File: config.mk
export PLATFORM = sky130hd
export DESIGN_NAME = pixel_sink
export DESIGN_NICKNAME = d
export VERILOG_FILES = /design/src/rtl/pixel_sink.sv
export SDC_FILE = /design/constraint.sdc
export NUM_CORES = 1
export LEC_CHECK = 0
export CAP_MARGIN = 5
export CORE_MARGIN = 4
export CORE_UTILIZATION = 58
export CTS_CLUSTER_DIAMETER = 200
export DETAILED_ROUTE_END_ITERATION = 8
export GPL_TIMING_DRIVEN = 0
export PLACE_DENSITY = 0.79
export SLEW_MARGIN = 20
export SYNTH_ARGS = -nofsm -noshare
export SYNTH_HDL_FRONTEND = slang
export SYNTH_SLANG_ARGS = --single-unit
export TNS_END_PERCENT = 5
File: constraint.sdc
create_clock -name clk -period 3.8 [get_ports clk]
set_clock_uncertainty 0.1 [all_clocks]
set_input_delay 0.76 -clock clk [delete_from_list [all_inputs] [get_ports clk]]
set_output_delay 0.76 -clock clk [all_outputs]
set_load 0.02 [all_outputs]
File: src/rtl/pixel_sink.sv
// Sprite pixel sink: filters off-screen writes, queues them in a small FIFO and
// replays them to the VGA plot port; a full-screen clear sweep has priority.
module pixel_sink #(
    parameter int unsigned DEPTH        = 8,
    parameter int unsigned X_MAX        = 159,
    parameter int unsigned Y_MAX        = 119,
    parameter logic [2:0]  CLEAR_COLOUR = 3'b000
) (
    input  logic                     clk,
    input  logic                     resetn,
    input  logic                     in_wren,
    input  logic [9:0]               in_x,
    input  logic [9:0]               in_y,
    input  logic [2:0]               in_colour,
    output logic                     in_ready,
    output logic [7:0]               out_x,
    output logic [6:0]               out_y,
    output logic [2:0]               out_colour,
    output logic                     out_plot,
    input  logic                     out_ready,
    input  logic                     clear_req,
    output logic                     clear_busy,
    output logic [$clog2(DEPTH):0]   fifo_count,
    output logic [7:0]               drop_count
);

    localparam int unsigned AW = $clog2(DEPTH);

    localparam logic [0:0] S_IDLE  = 1'b0;
    localparam logic [0:0] S_CLEAR = 1'b1;

    logic [17:0]   mem [DEPTH];
    logic [AW-1:0] wr_ptr_q, rd_ptr_q;
    logic [AW:0]   count_q;
    logic [0:0]    state_q;
    logic [7:0]    cx_q;
    logic [6:0]    cy_q;
    logic [7:0]    drop_q;
    logic [7:0]    out_x_q;
    logic [6:0]    out_y_q;
    logic [2:0]    out_colour_q;
    logic          out_plot_q;

    logic in_range, accept, push, drop, pop, clr_issue, cx_last, cy_last;

    // Ready depends only on the registered count, so a same-cycle pop never
    // opens a slot for a push.
    assign in_ready  = (count_q != (AW+1)'(DEPTH));
    assign in_range  = (in_x <= 10'(X_MAX)) && (in_y <= 10'(Y_MAX));
    assign accept    = in_wren && in_ready;
    assign push      = accept && in_range;
    assign drop      = accept && !in_range;
    assign pop       = (state_q == S_IDLE) && !clear_req && (count_q != '0) && out_ready;
    assign clr_issue = (state_q == S_CLEAR) && out_ready;
    assign cx_last   = (cx_q == 8'(X_MAX));
    assign cy_last   = (cy_q == 7'(Y_MAX));

    // NOTE: the storage array has no reset; the pointers and count define
    // which entries are valid, so clearing the contents would buy nothing.
    always_ff @(posedge clk) begin
        if (push) begin
            mem[wr_ptr_q] <= {in_x[7:0], in_y[6:0], in_colour};
        end
    end

    always_ff @(posedge clk or negedge resetn) begin
        if (!resetn) begin
            wr_ptr_q <= '0;
            rd_ptr_q <= '0;
            count_q  <= '0;
            drop_q   <= '0;
        end else begin
            if (push) wr_ptr_q <= wr_ptr_q + 1'b1;
            if (pop)  rd_ptr_q <= rd_ptr_q + 1'b1;
            if (push && !pop)      count_q <= count_q + 1'b1;
            else if (pop && !push) count_q <= count_q - 1'b1;
            if (drop && drop_q != 8'hFF) drop_q <= drop_q + 8'd1;
        end
    end

    always_ff @(posedge clk or negedge resetn) begin
        if (!resetn) begin
            state_q <= S_IDLE;
            cx_q    <= '0;
            cy_q    <= '0;
        end else begin
            case (state_q)
                S_IDLE: begin
                    if (clear_req) begin
                        state_q <= S_CLEAR;
                        cx_q    <= '0;
                        cy_q    <= '0;
                    end
                end
                default: begin
                    if (out_ready) begin
                        if (cx_last) begin
                            cx_q <= '0;
                            if (cy_last) begin
                                cy_q    <= '0;
                                state_q <= S_IDLE;
                            end else begin
                                cy_q <= cy_q + 7'd1;
                            end
                        end else begin
                            cx_q <= cx_q + 8'd1;
                        end
                    end
                end
            endcase
        end
    end

    always_ff @(posedge clk or negedge resetn) begin
        if (!resetn) begin
            out_x_q      <= '0;
            out_y_q      <= '0;
            out_colour_q <= '0;
            out_plot_q   <= 1'b0;
        end else begin
            out_plot_q <= pop || clr_issue;
            if (pop) begin
                {out_x_q, out_y_q, out_colour_q} <= mem[rd_ptr_q];
            end else if (clr_issue) begin
                out_x_q      <= cx_q;
                out_y_q      <= cy_q;
                out_colour_q <= CLEAR_COLOUR;
            end
        end
    end

    assign out_x      = out_x_q;
    assign out_y      = out_y_q;
    assign out_colour = out_colour_q;
    assign out_plot   = out_plot_q;
    assign clear_busy = (state_q == S_CLEAR);
    assign fifo_count = count_q;
    assign drop_count = drop_q;

endmodule

==> results.md <==
- Tracing the worst setup path back leads to its startpoint at in_x[5].
- The number of distinct library cells after synthesis is 51.
- The via count of the first global-routing pass was 4996.
- The maximum buffer depth of the clock tree is 2.
- In this run the power spent charging and discharging nets is 0.001220 W.
- The share of the yosys chip area belonging to registers is 0.6873.
- The classification of the worst-slack hold path is primary input to async pin.
- In the final timing run, aggregate negative setup slack is 0 ns.
- The launching point of the worst reg2reg path is fifo_count[3].
- After the first detailed-routing iteration, the DRC count stood at 489.
- The number of vias after detailed routing is 4792.
- The final-layout worst hold slack is 0.2651 ns.
- The data arrival time at the worst-slack endpoint is 3.67 ns.
- The share of total power dissipated in combinational logic is 0.102.
- Dividing the detail-routed via count by the number of cells gives 6.151.
- The final layout contains routed wiring with a total length of 17.03 mm.
- The synthesized instance count is 493.
- The total routing resource utilization after global routing is 0.2280.
- The number of hold buffers added after cts is 0.
- The worst setup path is of the primary input to flop kind.
- The worst path needs 3.415 ns of the cycle, external delays included.
- Dividing the final minimum period by the clock period gives 0.8987.
- The most used flip-flop cell after synthesis is edfxtp_1.
- The flow ran to the end, and the final reports show no timing, DRC or antenna violations.
- The leakage dissipation is 3.522 nW.
- The post-detailed-placement half-perimeter wirelength is 12.00 mm.
- The average footprint of a synthesized cell is 16.68 um2.
- The synthesized netlist net count is 530.
- The congestion estimate from routability-driven global placement came to 0.8746.
- After detailed routing, the number of remaining DRC violations is 0.
- Of the cells placed in the final design, the portion with a size suffix greater than 1 is 0.1770.
- Buffers inserted during clock tree synthesis total 17.
- The growth of design area from synthesis to finish is 19.42%.
- The fmax is 0.2928 GHz.
- STA classifies the critical path endpoint as a flop.
- After global routing the overflow that remains totals 0.
- For this run, the detailed router's first-pass iteration total came to 5.
- The final layout net count is 623.
- The first global-routing pass estimated 27.72 mm of wire.
- The number of pins with negative max-slew slack in the final report is 0.
- In this run the worst path has a maximum fanout of 10.
- The number of routed nets with antenna violations is 0.
- The final number of setup-violating endpoints is 0.
- edfxtp_1 takes more of the synthesized area than any other cell.
- The average wire per cell in the routed design is 21.85 um.
- The number of cells on the worst reg-to-reg path is 11.
- The core region area is 13880 um2.
- The count of pins on the block boundary is 61.
- Gates resized during post-CTS repair numbered 0.
- In the post-synthesis netlist, the biggest area contributors are edfxtp_1, dfrtp_1, mux4_1.
- The async set-reset flop share out of synthesis is 0.2690.
- The number of storage elements in the synthesis netlist is 197.
- The nature of the critical path startpoint is a primary input.
- The clock reaches the later pin of the worst-skew pair after 0.43 ns.
- The final hold violation count was 0.
- The tightest slew margin relative to the limit is 0.5392.
- The floorplan die area is 16140 um2.
- The leading cell type by number of instances after synthesis is edfxtp_1.
- The initial core utilization is 0.5923.
- The share of synthesized area in the top cell type comes to 0.5259.
- The worst reg-to-reg setup slack is 0.71 ns.
- The sequential group share of total power is 0.519.
- The tool flagged a number of max-cap violations equal to 0.
- At the worst endpoint, the required time is 4.06 ns.
- By count the netlist is led by edfxtp_1, dfrtp_1, nand2_1, a31oi_1.
- The clock drives 197 sinks.
- In this run, synthesis inferred 144 flip-flops with an integrated enable.
- Of the total power, the share spent switching nets is 0.2545.
- The end-of-flow core utilization is 0.7073.
- For this run, the number of Yosys warnings is 0.
- The post-CTS setup repair buffer count is 0.
- After filler insertion, the fill cell instance count of the layout stands at 867.
- The floorplan step set the die width to 127.1 um.
- The cell row count is 43.
- Input and output buffers added on the ports amount to 60.
- Setup repair after global routing left no endpoint under its margin.
- CTS built an H-tree with a depth of 4.
- The worst IR drop on VDD is 0.6199 mV.
- Entering global routing, the biggest net connects 54 pins.
- The synthesized netlist occupies a cell area of 8222 um2.
- The power per cell area is 488.3 nW/um2.
- For the pin with the worst max-slew slack, the measured transition is 0.6912 ns.
- Internal power comes to 0.003574 W.
- The clock input transition at the sequential cells of the worst setup and hold paths is 0.08 ns.
- The number of antenna diodes in the final layout is 0.
- The share of total power dissipated in the clock network is 0.379.
- The initial antenna violation count is 0.
- The critical register-to-register path endpoint is fifo_count[3].
- In this run the vertical extent of the chip is 127.1 um.
- The root cell of the clock tree is clkbuf_16.
- The clock tree from TritonCTS is built.
-- cells by family (layout without fill, tap and decap cells) --
kind of cell | Yosys count | after routing | share of synthesized area
compound gates | 62 | 62 | 0.05433
xor+xnor | 16 | 16 | 0.01705
fa+ha+maj | 9 | 9 | 0.01461
buf+inv | 28 | 134 | 0.02146
flops | 197 | 197 | 0.6873
mux | 47 | 47 | 0.1208
simple gates | 134 | 134 | 0.08446
-- per-stage QoR --
stage	worst slack [ns]	std cells	total power, W	cell area (um2)
4_1_cts	0.3633	779	0.004815	9818
6_report	0.3848	779	0.004794	9818
3_5_place_dp	-0.07246	747	0.003023	9214
3_3_place_gp	-2.259	733	0.002983	9047
2_1_floorplan	0.03364	493	0.002765	8222
5_1_grt	0.2169	779	0.004977	9818
-- registers in the layout, indices dropped and copies added, names as in the netlist, 3 cells and up --
register,flops
cx_q,8
cy_q,7
drop_count,8
fifo_count,4
mem,144
out_colour,3
out_x,8
out_y,7
rd_ptr_q,3
wr_ptr_q,3
-- worst max-delay path by stage --
stage / endpoint / slack [ns] / depth (start not counted)
2_1_floorplan: mem[0][0] / 0.03 / 5
3_3_place_gp: mem[0][15] / -2.26 / 6
3_5_place_dp: fifo_count[3] / -0.07 / 13
4_1_cts: fifo_count[3] / 0.36 / 13
5_1_grt: fifo_count[3] / 0.22 / 13
6_report: fifo_count[3] / 0.38 / 13
-- cells in the final DEF (no fill, tap or decap), types with 6 or more instances in the layout --
master | netlist | final
edfxtp_1 | 144 | 144
clkdlybuf4s50_1 | 0 | 59
dfrtp_1 | 53 | 53
nand2_1 | 52 | 52
a31oi_1 | 19 | 19
mux4_1 | 18 | 18
mux4_2 | 18 | 18
nor2b_1 | 17 | 17
clkbuf_16 | 0 | 17
nand3_1 | 13 | 13
o21ai_0 | 11 | 11
buf_2 | 7 | 10
nor2_1 | 13 | 10
buf_4 | 4 | 9
xor2_1 | 9 | 9
buf_6 | 4 | 8
a211oi_2 | 8 | 8
ha_1 | 8 | 8
a21oi_1 | 7 | 7
xnor2_1 | 7 | 7
a211oi_1 | 7 | 7
mux2i_1 | 7 | 7
inv_8 | 0 | 7
clkbuf_1 | 6 | 6
and3_1 | 6 | 6
-- routing by layer --
layer,track usage,share of wire,vias up
met2,0.3795,0.51,182
met1,0.3086,0.42,2470
li1,-,-,2121
met4,0.05678,0.012,0
met5,0,0,-
met3,0.05477,0.060,19
-- area by class of cell --
type / instances / area [um2] / area share
clock inverter: 15 / 178.9 / 0.01822
tap: 180 / 225.2 / 0.02294
timing repair buffer: 74 / 733.2 / 0.07468
buffer: 23 / 156.4 / 0.01593
inverter: 5 / 20.02 / 0.002039
multi-input combinational: 268 / 2429 / 0.2474
sequential: 197 / 5650 / 0.5755
clock buffer: 17 / 425.4 / 0.04333
-- critical path, cell delays in order --
cell and delay (ns):
clkdlybuf4s50_1 0.55, o21ai_0 0.29, and4b_1 0.28, buf_2 0.27, nand2_4 0.13, inv_1 0.08, ha_1 0.16, inv_1 0.10
ha_1 0.28, a21o_1 0.18, a21oi_1 0.19, mux2i_1 0.26, xnor2_1 0.14
-- power groups by stage --
stage          combinational [W]  sequential (W)  clock, W
3_3_place_gp            0.000461         0.00252         0
6_report                0.000488         0.00249   0.00182
4_1_cts                 0.000492         0.00249   0.00184
5_1_grt                 0.000534         0.00250   0.00194
3_5_place_dp            0.000490         0.00253         0
2_1_floorplan           0.000182         0.00258         0
Note: power is estimated with default switching activity, not from simulation.
